### config.mk
export PLATFORM = sky130hd
export DESIGN_NAME = reset_sequencer_flat
export DESIGN_NICKNAME = d
export VERILOG_FILES = /design/src/rtl/reset_sequencer_if.sv /design/src/rtl/reset_sequencer.sv /design/src/flat_wrapper.sv
export SDC_FILE = /design/constraint.sdc
export NUM_CORES = 1
export LEC_CHECK = 0
export CORE_UTILIZATION = 42
export CTS_CLUSTER_DIAMETER = 30
export DETAILED_ROUTE_END_ITERATION = 10
export GPL_ROUTABILITY_DRIVEN = 0
export SYNTH_ARGS = -nofsm -noshare
export SYNTH_HDL_FRONTEND = slang
export SYNTH_SLANG_ARGS = --single-unit
export TNS_END_PERCENT = 20
### constraint.sdc
create_clock -name clk -period 2.5 [get_ports clk]
set_input_delay 0.625 -clock clk [delete_from_list [all_inputs] [get_ports clk]]
set_output_delay 0.625 -clock clk [all_outputs]
set_load 0.01 [all_outputs]
### src/rtl/reset_sequencer_if.sv
// Board reset sequencer signal bundle.
// Optional soft_reset_req is present only when RESET_SEQ_SOFT_RESET_EN is defined.
// master: the sequencer itself; slave: the board/SoC side that feeds and observes it.
interface reset_sequencer_if #(
    parameter int unsigned CNT_WIDTH = 8
);
    logic                 btn_n;
    logic                 pll_locked;
`ifdef RESET_SEQ_SOFT_RESET_EN
    logic                 soft_reset_req;
`endif
    logic                 reset;
    logic                 ready;
    logic [1:0]           state;
    logic [CNT_WIDTH-1:0] reset_count;

`ifdef RESET_SEQ_SOFT_RESET_EN
    modport master (
        input  btn_n, pll_locked, soft_reset_req,
        output reset, ready, state, reset_count
    );
    modport slave (
        output btn_n, pll_locked, soft_reset_req,
        input  reset, ready, state, reset_count
    );
`else
    modport master (
        input  btn_n, pll_locked,
        output reset, ready, state, reset_count
    );
    modport slave (
        output btn_n, pll_locked,
        input  reset, ready, state, reset_count
    );
`endif
endinterface

### src/rtl/reset_sequencer.sv
// Board-level reset generator for mini16_soc: debounced push-button, filtered PLL lock and a
// minimum hold time gate the release of the active-high SoC reset.
// Optional feature macro RESET_SEQ_SOFT_RESET_EN adds a clk-domain soft reset request that
// only acts in RUN.
module reset_sequencer #(
    parameter int unsigned DEBOUNCE_CYCLES    = 1400000,
    parameter int unsigned HOLD_CYCLES        = 256,
    parameter int unsigned LOCK_STABLE_CYCLES = 1024,
    parameter int unsigned CNT_WIDTH          = 8
) (
    input logic               clk,
    input logic               reset_n,
    reset_sequencer_if.master bus
);
    localparam int unsigned DB_W    = (DEBOUNCE_CYCLES > 1) ? $clog2(DEBOUNCE_CYCLES) : 1;
    localparam int unsigned SEQ_MAX = (HOLD_CYCLES > LOCK_STABLE_CYCLES) ?
                                      HOLD_CYCLES : LOCK_STABLE_CYCLES;
    localparam int unsigned SEQ_W   = (SEQ_MAX > 1) ? $clog2(SEQ_MAX) : 1;

    localparam logic [DB_W-1:0]  DB_LAST     = DB_W'(DEBOUNCE_CYCLES - 1);
    localparam logic [SEQ_W-1:0] HOLD_LAST   = SEQ_W'(HOLD_CYCLES - 1);
    localparam logic [SEQ_W-1:0] STABLE_LAST = SEQ_W'(LOCK_STABLE_CYCLES - 1);

    typedef enum logic [1:0] {
        StHold     = 2'd0,
        StWaitLock = 2'd1,
        StStable   = 2'd2,
        StRun      = 2'd3
    } state_e;

    logic                 btn_meta_q, btn_sync_q;
    logic                 lock_meta_q, lock_sync_q;
    logic                 btn_db_q;
    logic [DB_W-1:0]      db_cnt_q;
    state_e               state_q, state_d;
    logic [SEQ_W-1:0]     seq_cnt_q, seq_cnt_d;
    logic                 reset_q, ready_q;
    logic [CNT_WIDTH-1:0] reset_count_q, reset_count_d;
    logic                 exit_run;
    logic                 pressed;
    logic                 soft_req;

`ifdef RESET_SEQ_SOFT_RESET_EN
    assign soft_req = bus.soft_reset_req;
`else
    assign soft_req = 1'b0;
`endif

    assign pressed = ~btn_db_q;

    // Two-flop synchronizers; button resets to released, lock to unlocked.
    always_ff @(posedge clk or negedge reset_n) begin
        if (!reset_n) begin
            btn_meta_q  <= 1'b1;
            btn_sync_q  <= 1'b1;
            lock_meta_q <= 1'b0;
            lock_sync_q <= 1'b0;
        end else begin
            btn_meta_q  <= bus.btn_n;
            btn_sync_q  <= btn_meta_q;
            lock_meta_q <= bus.pll_locked;
            lock_sync_q <= lock_meta_q;
        end
    end

    // Debounce: accept a new level only after DEBOUNCE_CYCLES consecutive differing samples.
    always_ff @(posedge clk or negedge reset_n) begin
        if (!reset_n) begin
            btn_db_q <= 1'b1;
            db_cnt_q <= '0;
        end else if (btn_sync_q == btn_db_q) begin
            db_cnt_q <= '0;
        end else if (db_cnt_q == DB_LAST) begin
            btn_db_q <= btn_sync_q;
            db_cnt_q <= '0;
        end else begin
            db_cnt_q <= db_cnt_q + DB_W'(1);
        end
    end

    // Sequencer next state; branch order encodes press > lock loss > soft request > terminal.
    always_comb begin
        state_d   = state_q;
        seq_cnt_d = seq_cnt_q;
        exit_run  = 1'b0;
        case (state_q)
            StHold: begin
                if (pressed) begin
                    seq_cnt_d = '0;
                end else if (seq_cnt_q == HOLD_LAST) begin
                    state_d = StWaitLock;
                end else begin
                    seq_cnt_d = seq_cnt_q + SEQ_W'(1);
                end
            end
            StWaitLock: begin
                if (pressed) begin
                    state_d = StHold;
                end else if (lock_sync_q) begin
                    state_d = StStable;
                end
            end
            StStable: begin
                if (pressed) begin
                    state_d = StHold;
                end else if (!lock_sync_q) begin
                    state_d = StWaitLock;
                end else if (seq_cnt_q == STABLE_LAST) begin
                    state_d = StRun;
                end else begin
                    seq_cnt_d = seq_cnt_q + SEQ_W'(1);
                end
            end
            StRun: begin
                if (pressed || !lock_sync_q || soft_req) begin
                    state_d  = StHold;
                    exit_run = 1'b1;
                end
            end
            default: state_d = StHold;
        endcase
        // Shared counter restarts on every state change.
        if (state_d != state_q) begin
            seq_cnt_d = '0;
        end
    end

    // Saturating count of RUN exits.
    always_comb begin
        reset_count_d = reset_count_q;
        if (exit_run && (reset_count_q != {CNT_WIDTH{1'b1}})) begin
            reset_count_d = reset_count_q + CNT_WIDTH'(1);
        end
    end

    // State and outputs registered from next state so they all move on the same edge.
    always_ff @(posedge clk or negedge reset_n) begin
        if (!reset_n) begin
            state_q       <= StHold;
            seq_cnt_q     <= '0;
            reset_q       <= 1'b1;
            ready_q       <= 1'b0;
            reset_count_q <= '0;
        end else begin
            state_q       <= state_d;
            seq_cnt_q     <= seq_cnt_d;
            reset_q       <= (state_d != StRun);
            ready_q       <= (state_d == StRun);
            reset_count_q <= reset_count_d;
        end
    end

    assign bus.reset       = reset_q;
    assign bus.ready       = ready_q;
    assign bus.state       = state_q;
    assign bus.reset_count = reset_count_q;
endmodule

### src/flat_wrapper.sv
// flat-port wrapper written by rule: the top's interface ports become plain ports
module reset_sequencer_flat 
#(
    parameter int unsigned DEBOUNCE_CYCLES    = 1400000,
    parameter int unsigned HOLD_CYCLES        = 256,
    parameter int unsigned LOCK_STABLE_CYCLES = 1024,
    parameter int unsigned CNT_WIDTH          = 8
)
  (clk, reset_n, bus_btn_n, bus_pll_locked, bus_reset, bus_ready, bus_state, bus_reset_count);
  reset_sequencer_if #(.CNT_WIDTH(CNT_WIDTH)) bus_i ();
  input logic clk;
  input logic reset_n;
  input wire logic [$bits(bus_i.btn_n)-1:0] bus_btn_n;
  input wire logic [$bits(bus_i.pll_locked)-1:0] bus_pll_locked;
  output wire logic [$bits(bus_i.reset)-1:0] bus_reset;
  output wire logic [$bits(bus_i.ready)-1:0] bus_ready;
  output wire logic [$bits(bus_i.state)-1:0] bus_state;
  output wire logic [$bits(bus_i.reset_count)-1:0] bus_reset_count;
  assign bus_i.btn_n = bus_btn_n;
  assign bus_i.pll_locked = bus_pll_locked;
  assign bus_reset = bus_i.reset;
  assign bus_ready = bus_i.ready;
  assign bus_state = bus_i.state;
  assign bus_reset_count = bus_i.reset_count;
  reset_sequencer #(.DEBOUNCE_CYCLES(DEBOUNCE_CYCLES), .HOLD_CYCLES(HOLD_CYCLES), .LOCK_STABLE_CYCLES(LOCK_STABLE_CYCLES), .CNT_WIDTH(CNT_WIDTH)) u_core (.clk(clk), .reset_n(reset_n), .bus(bus_i));
endmodule
==> flow_summary.toml <==
[status]
status = "complete, no violations"

[placed_design]
io_buffers = 15
hpwl_um = 3080

[floorplanning]
dieArea_um2 = 6040
start_util_pct = 43.8
fp.dieH_um = 77.7
core-area_um2 = 5510
ios = 16
num_rows = 27
die_w_um = 77.7

[cts]
root_buffer = "clkbuf_8"
ctsHtreeMaxLevel = 2
cts_setup_buffers = 0
cts_resized = 0
clock_sinks = 48
path_clk_slew_ns = 0.09
cts_tree = "yes"
clk_path_buf_depth = 2
numCtsBuffers = 5
clk_latency_ns = 0.29
cts_hold_repair.buffers = 0

[timing]
finalHoldViolations = 0
worst_pin_slew_ns = 0.606
tns_ns = 0
hold_ws_ns = 0.356
max_freq_mhz = 453
finalCriticalPeriod_ns = 2.21
grt_setup_unrepaired = "false"
finalMaxSlewViolations = 0
fin_worst_skew_ns = 0.00305
period_share_pct = 88.4
setup_viol = 0
slew_headroom_pct = 59.6

[yosys]
async_flop_share_pct = 100
synth_flop_cell = "dfrtp_1"
synth_top_family_by_area = "simple AND/OR/NAND/NOR gates"
ys.warnings.count = 0
ys_seq_area_share_pct = 50.1
syn-cell-area_um2 = 2410
synth_commonest_cells = "dfrtp_1 (44), nor2_1 (29), xor2_1 (16), nand2_1 (15)"
synth_top_cell_by_area = "dfrtp_1"
yosys.area_share.simple_pct = 21.8
synth-compound-area-share_pct = 13.3
synth-xor-area-share_pct = 10.2
ys_ff_latch = 48
yosys-top-cells-area = "dfrtp_1 (46%), xor2_1 (5.8%), nor2_1 (4.5%), dfstp_2 (4.4%), xnor2_1 (4.4%)"
synth.top_cell.area_share_pct = 45.7
syn_inst = 232
syn_nets = 239
synthAdderAreaFrac_pct = 1.56
synth_mux_area_share_pct = 0.883
ys_types = 49
syn_avg_cell_area_um2 = 10.4
synth_edf_count = 0
yosysMostFrequentCell = "dfrtp_1"

[route]
drtAntennaViolNets = 0
wl_um = 4520
vias = 1708
drc = 0
firstDrtPassIters = 4
post_drt_wl_per_cell_um = 13.8
drt-initial-drc-count = 76
avgViaCountPerCell = 5.21

[pwr]
power_leakage_nw = 1.14
power_density_nw_per_um2 = 473
p_total_mw = 1.31
max-vdd-ir-drop_mv = 0.325

[critical_path]
worstPathRequired_ns = 2.67
crit_chain = "or4b_1, a211oi_2, o31a_1, o21a_1, a21oi_1"
crit_type = "reg -> reg"
r2r-end = "u_core.seq_cnt_q[8]"
crit_slowest_cell = "dfstp_2"
worstSetupStartpointType = "register"
critPathMaxFanout = 8
r2r-start = "u_core.btn_db_q"
critPathMaxStageDelay_ns = 0.61
worst_setup_path_end_kind = "register"
reg2reg_depth = 5
rrSetupSlack_ns = 0.29
cp_data_arrival_time_ns = 2.38

[final_layout]
drive_above_1_share_pct = 12.9
multi_input_area_um2 = 1150
area_growth_pct = 15.0
nFillCells = 521
register_area_um2 = 1210
insertedDiodeCount = 0
fin_nets = 262
post-route-util_pct = 50.3

[job]
maxCapViolCount = 0

[grt]
grt_first_pass_wirelength_um = 7930
overflow = 0
groute.usage.overall_pct = 16.6
grt_pass1_vias = 1696
antenna_found_initial = 0
grt_max_degree = 49

[hold_path]
whs_endpoint = "u_core.lock_sync_q"
whs_path_depth = 0
min-delay-path-class = "reg -> reg"
min_from = "u_core.lock_meta_q"
## cell usage in the layout (no fill, tap or decap), types with 7 or more instances in the layout
cell,count
dfrtp_1,44
nor2_1,29
xor2_1,16
nand2_1,15
clkdlybuf4s50_1,14
xnor2_1,12
nand3_1,12
nand4_1,10
a21oi_1,8
inv_1,8
o21ai_0,7
and3_1,7
buf_4,7
## cell type report
cell class | instances | share of cell area [%]
clock inverter | 2 | 0.542
multi-input combinational | 170 | 41.5
clock buffer | 6 | 2.98
sequential | 48 | 43.5
inverter | 8 | 1.08
timing repair buffer | 22 | 7.13
tap | 72 | 3.25
## routing by layer
| layer | wire length (µm) | track usage [%] | part of all wire (%) |
|---|---|---|---|
| met1 | 2300 | 22.8 | 51 |
| met2 | 2040 | 26.0 | 45 |
| met3 | 127 | 3.65 | 2.8 |
| met4 | 47 | 5.28 | 1.0 |
| met5 | 0 | 0 | 0 |
## kinds of logic (layout without fill, tap and decap cells)
| kind of cell | Yosys count | in the layout |
|---|---|---|
| AOI/OAI and AO/OA | 38 | 38 |
| buffers and inverters | 14 | 38 |
| adders and majority gates | 3 | 3 |
| xor gates and xnor gates | 28 | 28 |
| and+or+nand+nor | 99 | 99 |
| DFF | 48 | 48 |
| muxes | 2 | 2 |
## critical path, delay by kind of cell (launching register included)
family	cells	cell delay (ns)
AOI/OAI and AO/OA	4	1.03
DFF	1	0.61
and+or+nand+nor	1	0.46
## sequential cells by signal, indices dropped and copies added, names as in the netlist
register	count
u_core.btn_db_q	1
u_core.btn_meta_q	1
u_core.btn_sync_q	1
u_core.bus.ready	1
u_core.bus.reset	1
u_core.bus.reset_count	8
u_core.bus.state	2
u_core.db_cnt_q	21
u_core.lock_meta_q	1
u_core.lock_sync_q	1
u_core.seq_cnt_q	10
## power by group
part	switching (mW)	internal, mW	leakage [nW]	total, mW
clock	0.258	0.224	0.0434	0.482
combinational	0.0275	0.0111	0.443	0.0386
sequential	0.00543	0.784	0.650	0.790
## worst max-delay path by stage
stage | startpoint | depth (start not counted) | end | slack, ns
floorplan | u_core.btn_db_q | 6 | u_core.seq_cnt_q[9] | 0.43
global placement | u_core.btn_db_q | 5 | u_core.seq_cnt_q[8] | 0.34
detailed placement | u_core.btn_db_q | 5 | u_core.seq_cnt_q[8] | 0.31
CTS | u_core.btn_db_q | 5 | u_core.seq_cnt_q[8] | 0.30
global route | u_core.seq_cnt_q[0] | 6 | u_core.seq_cnt_q[8] | 0.12
finish | u_core.btn_db_q | 5 | u_core.seq_cnt_q[8] | 0.29
## metrics by stage
stage	setup slack (ns)	area (µm²)	instances
global route	0.121	2770	328
finish	0.290	2770	328
CTS	0.297	2770	328
global placement	0.341	2670	320
floorplan	0.426	2410	232
detailed placement	0.312	2670	320
Note: power is estimated with default switching activity, not from simulation.
